[config.mk]
export PLATFORM = sky130hd
export DESIGN_NAME = carry_resolve
export DESIGN_NICKNAME = d
export VERILOG_FILES = /design/src/rtl/carry_resolve_pkg.sv /design/src/rtl/carry_resolve_limb_adder.sv /design/src/rtl/carry_resolve.sv
export SDC_FILE = /design/constraint.sdc
export NUM_CORES = 1
export LEC_CHECK = 0
export CORE_MARGIN = 3
export CORE_UTILIZATION = 50
export CTS_CLUSTER_SIZE = 16
export DETAILED_ROUTE_END_ITERATION = 16
export GPL_ROUTABILITY_DRIVEN = 1
export PLACE_DENSITY_LB_ADDON = 0.1
export SLEW_MARGIN = 20
export SYNTH_ARGS = -nofsm -noshare
export SYNTH_HDL_FRONTEND = slang
export SYNTH_HIERARCHICAL = 1
export SYNTH_SLANG_ARGS = --single-unit
[constraint.sdc]
create_clock -name clk -period 4.2 [get_ports clk]
set_input_delay 0.42 -clock clk [delete_from_list [all_inputs] [get_ports clk]]
set_output_delay 0.42 -clock clk [all_outputs]
set_load 0.1 [all_outputs]
[src/rtl/carry_resolve_pkg.sv]
// Shared parameters, operand/result types and FSM states for the carry resolver.
package carry_resolve_pkg;

    localparam int LIMB_W  = 8;
    localparam int CARRY_W = 3;
    localparam int ADD_DIV = 4;
    localparam int RLIMB_W = LIMB_W + CARRY_W;

    // Redundant operand: ADD_DIV limbs, each with CARRY_W bits of carry headroom.
    typedef logic [ADD_DIV-1:0][RLIMB_W-1:0] redundant_poly_L1;

    // Carry-resolved result: plain unsigned integer of ADD_DIV*LIMB_W bits.
    typedef logic [ADD_DIV*LIMB_W-1:0] uint_Mtilde2_t;

    typedef enum logic [1:0] {
        IDLE = 2'd0,
        RUN  = 2'd1,
        DONE = 2'd2
    } state_t;

endpackage

[src/rtl/carry_resolve_limb_adder.sv]
// One redundant limb plus incoming carry, split into the radix digit and the
// carry passed to the next limb.
module limb_adder #(
    parameter int LIMB_W  = 8,
    parameter int CARRY_W = 3
) (
    input  logic [LIMB_W+CARRY_W-1:0] limb,
    input  logic [CARRY_W:0]          cin,
    output logic [LIMB_W-1:0]         sum,
    output logic [CARRY_W:0]          cout
);

    localparam int FULL_W = LIMB_W + CARRY_W + 1;

    // Max limb plus max carry still fits in FULL_W bits, so the carry-out
    // never needs more than CARRY_W+1 bits.
    logic [FULL_W-1:0] full;

    assign full = FULL_W'(limb) + FULL_W'(cin);
    assign sum  = full[LIMB_W-1:0];
    assign cout = full[FULL_W-1:LIMB_W];

endmodule

[src/rtl/carry_resolve.sv]
// Serial carry resolver: walks a redundant operand one limb per cycle,
// propagating carries upward, and presents the normalised integer plus an
// overflow flag for the carry left over after the top limb.
//
//   state | meaning
//   IDLE  | ready for an operand
//   RUN   | resolving limb idx
//   DONE  | result valid, waiting for out_ready
module carry_resolve #(
    parameter int N_LIMB  = carry_resolve_pkg::ADD_DIV,
    parameter int LIMB_W  = carry_resolve_pkg::LIMB_W,
    parameter int CARRY_W = carry_resolve_pkg::CARRY_W
) (
    input  logic                                    clk,
    input  logic                                    rst,
    input  logic                                    in_valid,
    output logic                                    in_ready,
    input  logic [N_LIMB-1:0][LIMB_W+CARRY_W-1:0]   din,
    input  logic [2:0]                              tag_in,
    output logic                                    out_valid,
    input  logic                                    out_ready,
    output logic [N_LIMB*LIMB_W-1:0]                dout,
    output logic [2:0]                              tag_out,
    output logic                                    overflow
);

    import carry_resolve_pkg::*;

    localparam int RW    = LIMB_W + CARRY_W;
    localparam int IDX_W = (N_LIMB > 1) ? $clog2(N_LIMB) : 1;

    state_t                         state;
    state_t                         state_nx;
    logic [N_LIMB-1:0][RW-1:0]      limbs;
    logic [N_LIMB-1:0][LIMB_W-1:0]  res;
    logic [CARRY_W:0]               carry;
    logic [IDX_W-1:0]               idx;
    logic [2:0]                     tag;
    logic                           ovf;
    logic                           accept;
    logic                           step;
    logic                           last;
    logic [LIMB_W-1:0]              sum;
    logic [CARRY_W:0]               cout;

    assign last     = (idx == IDX_W'(N_LIMB - 1));
    assign dout     = res;
    assign tag_out  = tag;
    assign overflow = ovf;

    limb_adder #(
        .LIMB_W  (LIMB_W),
        .CARRY_W (CARRY_W)
    ) u_limb_adder (
        .limb (limbs[idx]),
        .cin  (carry),
        .sum  (sum),
        .cout (cout)
    );

    // State register.
    always_ff @(posedge clk or posedge rst) begin
        if (rst) begin
            state <= IDLE;
        end else begin
            state <= state_nx;
        end
    end

    // Next state and handshake outputs; one limb per RUN cycle gives fixed latency.
    always_comb begin
        state_nx  = state;
        in_ready  = 1'b0;
        out_valid = 1'b0;
        accept    = 1'b0;
        step      = 1'b0;
        case (state)
            IDLE: begin
                in_ready = 1'b1;
                if (in_valid) begin
                    accept   = 1'b1;
                    state_nx = RUN;
                end
            end
            RUN: begin
                step = 1'b1;
                if (last) begin
                    state_nx = DONE;
                end
            end
            DONE: begin
                out_valid = 1'b1;
                if (out_ready) begin
                    state_nx = IDLE;
                end
            end
            default: state_nx = IDLE;
        endcase
    end

    // Operand capture and limb-by-limb carry propagation.
    always_ff @(posedge clk or posedge rst) begin
        if (rst) begin
            limbs <= '0;
            res   <= '0;
            carry <= '0;
            idx   <= '0;
            tag   <= '0;
            ovf   <= 1'b0;
        end else if (accept) begin
            limbs <= din;
            tag   <= tag_in;
            res   <= '0;
            carry <= '0;
            idx   <= '0;
            ovf   <= 1'b0;
        end else if (step) begin
            res[idx] <= sum;
            carry    <= cout;
            idx      <= idx + 1'b1;
            if (last) begin
                ovf <= |cout;
            end
        end
    end

endmodule

# Word-level counts from Yosys, hierarchy flattened
# Cells that the tools add are included.
[word_totals] reg_bits=88 in_bits=51 out_inout_bits=38 wordCells=53
[op_classes] add_sub_neg=2 order_cmp=2 eq_ne=6 mux=23 reduce_logical=7
[ops] op="$mux W32" count=2
[ops] op="$bwmux W32" count=1
[ops] op="$bmux W11 S2" count=1
[ops] op="$demux W8 S2" count=1
[ops] op="$add A11 B4 Y12" count=1
[ops] op="$mux W11" count=1
[ops] op="$mux W2" count=5
[ops] op="$mux W1" count=8
[ops] op="$mux W4" count=2
[ops] op="$mux W8" count=1
[ops] op="$ne A2 B2 Y1 const B" count=3
[ops] op="$pmux W2 S3" count=1
[ops] op="$eq A2 B2 Y1 const B" count=2
[ops] op="$reduce_bool A2 Y1" count=2
[ops] op="$reduce_or A4 Y1" count=1
[ops] op="$lt A2 B3 Y1 const B" count=1
[ops] op="$reduce_and A3 Y1" count=1
[ops] op="$add A2 B1 Y2 const B" count=1
[ops] op="$eq A2 B1 Y1 const B" count=1
[ops] op="$ge A2 B1 Y1 const B" count=1
[ops] op="$logic_not A2 Y1" count=1
[ops] op="$reduce_and A2 Y1" count=1
[ops] op="$logic_and A1 B1 Y1" count=1

# Logic depth before layout (Yosys ltp)
[logic_depth] word_depth=7 depth_mapped=10 mapped_depth_nobuf=10

# Cells and area by module
# Netlist, hierarchy kept.
[by_module_without_submodules] mod="carry_resolve" instances=1 cells_per_inst=242 area_each_um2=3673.5 seq_area_each_um2=2202.1
[by_module_without_submodules] mod="limb_adder" instances=1 cells_per_inst=40 area_each_um2=304.0 seq_area_each_um2=0.0

# Worst setup path after synthesis
# No wires, ideal clock.
[synth_timing] path_kind="reg-to-reg" start="reg idx[0]" end="reg ovf (netlist: overflow)" setup_time_ns=0.130 arrival_time_ns=2.755 required_time_ns=4.070 slack_ns=1.315 stages_incl_launch_ff=10 n_path_buf=1 period_less_slack_ns=2.885 cell_sequence="dfrtp_1 buf_2 mux4_2 ha_1 a211o_1 a31oi_4 nand2b_1 xnor2_1 o41ai_1 a21oi_1"
[synth_via] elab_chain_cells=7 word_cells_on_any_way=10 classes_between="1 x add/sub; 1 x eq/ne; 5 x mux; 3 x reduce/logical"
[synth_rtl] item="start, declared" line="carry_resolve.sv:37" source="logic [IDX_W-1:0] idx;"
[synth_rtl] item="start signal, assigned" line="carry_resolve.sv:120" source="idx <= idx + 1'b1;"
[synth_rtl] item="$bmux W11 S2" line="carry_resolve.sv:55" source=".limb (limbs[idx]),"
[synth_rtl] item="$mux W11 (implied by the code)" line="carry_resolve.sv:55"
[synth_rtl] item="$add A11 B4 Y12" line="carry_resolve_limb_adder.sv:19" source="assign full = FULL_W'(limb) + FULL_W'(cin);"
[synth_rtl] item="net cout[1]" line="carry_resolve.sv:44" source="logic [CARRY_W:0] cout;"
[synth_rtl] item="$reduce_or A4 Y1" line="carry_resolve.sv:122" source="ovf <= |cout;"
[synth_rtl] item="$mux W1" line="carry_resolve.sv:121" source="if (last) begin"
[synth_rtl] item="$mux W1" line="carry_resolve.sv:117" source="end else if (step) begin"
[synth_rtl] item="$mux W1" line="carry_resolve.sv:110" source="end else if (accept) begin"
[synth_rtl] item="end signal, assigned" line="carry_resolve.sv:122"
[synth_rtl] item="end, declared" line="carry_resolve.sv:39" source="logic ovf;"
# The timed path passes the listed nets, and every way through them passes these cells. The select of a mux whose other input is x is not followed.
# A chain may end at the register's enable or synchronous reset.

# Final worst setup path
# Ends and elaborated chain as after synthesis.

==> tab_implementation.tex <==
\begin{tabular}{lr}
\hline
Metric & Value \\
\hline
\multicolumn{2}{l}{\textbf{Clock tree}} \\
Skew-Pair Late Insertion Delay & 0.35 ns \\
Number of hold buffers added after CTS & 0 \\
Setup fix buffers added after clock tree synthesis & 0 \\
Clock sink total & 88 \\
Buffer type at the clock tree root & sky130\_fd\_sc\_hd\_\_clkbuf\_8 \\
Reg clk slew, reported paths & 0.09 ns \\
Level count of the clock H-tree & 3 \\
TritonCTS clock tree & yes \\
Cts bufs inserted & 9 \\
Max Buffers Root-to-Sink & 2 \\
Count of instances resized after the clock tree is built & 0 \\
\multicolumn{2}{l}{\textbf{STA}} \\
Final worst hold slack & 0.498 ns \\
Setup TNS Final & 0 ns \\
RSZ-0062 raised after global routing & false \\
Time the worst path needs with I/O delays and setup & 3.01 ns \\
Post-route clock skew & 0.00887 ns \\
Slew HR & 0.348 \\
Total count of max-transition violations in the final report & 0 \\
Period utilization & 0.716 \\
Endpoints failing hold & 0 \\
Setup violators final & 0 \\
Peak Freq & 333 MHz \\
Actual slew at the worst max-slew pin & 0.975 ns \\
\multicolumn{2}{l}{\textbf{Setup path}} \\
CP Capture Type & flop \\
Largest fanout of any net on the critical path & 10 \\
Required time of the critical path & 4.42 ns \\
FF-to-FF End & overflow\$\_DFFE\_PP0P\_ \\
Register-to-Register Setup Slack & 1.19 ns \\
Startpoint types & flop \\
Start point of the critical path & idx[0]\$\_DFFE\_PP0P\_ \\
Termination of the worst setup path & overflow\$\_DFFE\_PP0P\_ \\
Cells on worst reg2reg path & 9 \\
Data arrival time of the critical path & 3.23 ns \\
Worst flop-to-flop path startpoint & idx[0]\$\_DFFE\_PP0P\_ \\
Type of the worst setup path & reg2reg \\
\multicolumn{2}{l}{\textbf{Die}} \\
Initial standard-cell utilization of the core & 0.531 \\
Std-Cell Core Area & 0.00749 sq mm \\
Row count & 31 \\
Height of the chip & 95.2 um \\
Die area & 0.00906 sq mm \\
Number of top-level pins & 89 \\
Die Width & 95.2 um \\
\multicolumn{2}{l}{\textbf{GRT}} \\
Vias in the first global route & 2,650 \\
Antenna violations before repair & 0 \\
Largest net degree at the start of global routing & 53 \\
Total grt overflow & 0 \\
Combined global-route utilization of all metal layers & 0.197 \\
Wire length of the first global-routing pass & 13.5 mm \\
\multicolumn{2}{l}{\textbf{Final layout}} \\
Share of layout cells above drive strength 1 & 0.229 \\
Final design utilization & 0.684 \\
Post-Layout Inst Area & 0.00512 sq mm \\
Post-synthesis to final-layout area growth & 28.8\% \\
Count of inserted antenna diode cells & 0 \\
Final net count & 432 \\
\multicolumn{2}{l}{\textbf{Detailed routing}} \\
Vias & 2,632 \\
Met2 Wirelength & 4.04 mm \\
Detailed-route wire length on metal 1 & 3.65 mm \\
DRC violations left & 0 \\
Final WL & 8.22 mm \\
Detailed-routing iteration count for the pre-antenna-repair pass & 4 \\
WL/cell & 17.3 um \\
Number of nets with antenna violations after detailed routing & 0 \\
Top routing layer used & met4 \\
Initial detailed-routing violation count & 177 \\
Vias per inst & 5.54 \\
Routed wire length on met3 & 421 um \\
\multicolumn{2}{l}{\textbf{Synthesis}} \\
Post-Syn Nets & 343 \\
Dominant combinational cell family by area after synthesis & multiplexers \\
Synth warn & 6 \\
Area of the mapped netlist & 0.00398 sq mm \\
Post-synthesis register bit count & 88 \\
Adder and majority gate portion of the synthesized area & 0.0333 \\
Instance count of the mapped netlist & 282 \\
Simple-gate area share of the yosys netlist & 0.0623 \\
Post-Syn Area per Cell & 14.1 sq um \\
Synth Area in XOR/XNOR & 0.0176 \\
Seq/Total Area, Yosys & 0.554 \\
Post-synthesis compound-gate area fraction & 0.103 \\
Number of distinct library cells after synthesis & 36 \\
Multiplexer share of the synthesized area & 0.198 \\
\multicolumn{2}{l}{\textbf{Hold path}} \\
Worst Hold Class & reg2reg \\
\multicolumn{2}{l}{\textbf{Place}} \\
Area post-placement & 0.00493 sq mm \\
Final weighted congestion of routability-driven global placement & 0.899 \\
Buffers added on ports & 88 \\
Hpwl dp & 5.94 mm \\
\multicolumn{2}{l}{\textbf{Status}} \\
Run status & complete, no violations \\
\multicolumn{2}{l}{\textbf{Job}} \\
Number of maximum-capacitance violations & 0 \\
\hline
\end{tabular}
-- cells in the mapped netlist, drive strengths merged --
cell type	n	area share
nor2	7	0.012
a31oi	1	0.0053
fa	1	0.0050
a21o	1	0.0019
nor2b	1	0.0016
xnor2	7	0.015
mux4	11	0.062
o211a	1	0.0025
o211ai	1	0.0019
a211o	1	0.0022
and3b	4	0.0088
dfrtp	88	0.55
clkbuf	1	0.00094
o21ai	1	0.0013
nand3b	1	0.0019
nand2	10	0.0094
ha	9	0.028
o41ai	1	0.0022
xor2	1	0.0022
a21oi	14	0.018
inv	9	0.0085
buf	14	0.023
nand3	11	0.014
and3	2	0.0035
a22o	29	0.064
mux2	48	0.14
o21bai	1	0.0019
nor3b	1	0.0047
nand2b	4	0.0063
a21boi	1	0.0019
-- how the worst min path moves through the flow --
stage,start,to,slack [ns],cells past startpoint
after floorplan,limbs[5]$_DFFE_PP0P_,limbs[5]$_DFFE_PP0P_,0.45,1
after global placement,limbs[5]$_DFFE_PP0P_,limbs[5]$_DFFE_PP0P_,0.47,1
after detailed placement,limbs[5]$_DFFE_PP0P_,limbs[5]$_DFFE_PP0P_,0.48,1
after CTS,limbs[5]$_DFFE_PP0P_,limbs[5]$_DFFE_PP0P_,0.50,1
after global routing,dout[18]$_DFFE_PP0P_,dout[18]$_DFFE_PP0P_,0.52,1
final,limbs[5]$_DFFE_PP0P_,limbs[5]$_DFFE_PP0P_,0.50,1
-- metal layers --
layer	global-route usage	vias to the layer above
met5	0	-
met4	0.0721	0
met3	0.0363	11
met2	0.311	75
met1	0.274	1329
li1	-	1217
-- flip-flops by register name, indices dropped and copies added, names as in the netlist --
register and cells:
idx 2, tag_out 3, dout 32, overflow 1
carry 4, state 2, limbs 44
-- through the flow --
stage | setup slack [ns] | cells
4_1_cts | 1.17 | 475
3_3_place_gp | 1.28 | 459
2_1_floorplan | 1.31 | 282
3_5_place_dp | 1.22 | 459
5_1_grt | 0.879 | 475
6_report | 1.19 | 475
-- kinds of logic after synthesis --
logic type                 Yosys count
DFF                                 88
muxes                               59
AOI/OAI and AO/OA                   52
and+or+nand+nor                     41
buffers and inverters               24
adders and majority gates           10
xor gates and xnor gates             8
-- area by class of cell --
| class | instances | area [sq um] |
|---|---|---|
| Clock buffer | 9 | 124 |
| Clock inverter | 7 | 72.6 |
| Fill cell | 550 | 2360 |
| Inverter | 9 | 35.0 |
| Multi-Input combinational cell | 170 | 1650 |
| Sequential cell | 88 | 2200 |
| Tap cell | 99 | 124 |
| Timing Repair Buffer | 93 | 918 |
-- worst max-delay path, cell delays in order, from the launching register on --
cell	delay, ns
sky130_fd_sc_hd__dfrtp_1	0.51
sky130_fd_sc_hd__buf_4	0.28
sky130_fd_sc_hd__mux4_2	0.52
sky130_fd_sc_hd__ha_1	0.37
sky130_fd_sc_hd__o211a_1	0.27
sky130_fd_sc_hd__a31oi_4	0.22
sky130_fd_sc_hd__nand2b_1	0.14
sky130_fd_sc_hd__xnor2_1	0.08
sky130_fd_sc_hd__o41ai_1	0.37
sky130_fd_sc_hd__a21oi_1	0.11
-- cell usage in the layout (no fill, tap or decap), drive strengths merged, types with 5 or more instances in the layout --
cell type      Yosys  layout
a21oi             14      14
a22o              29      29
buf               14       5
clkbuf             1       9
clkdlybuf4s50      0      88
clkinv             0       5
dfrtp             88      88
ha                 9       9
inv                9       8
mux2              48      48
mux4              11      11
nand2             10      10
nand3             11      11
nor2               7       7
xnor2              7       7
Power is left out: the tool's default activity adds up to more than one toggle a clock period on the data nets, which glitch-free logic cannot reach.
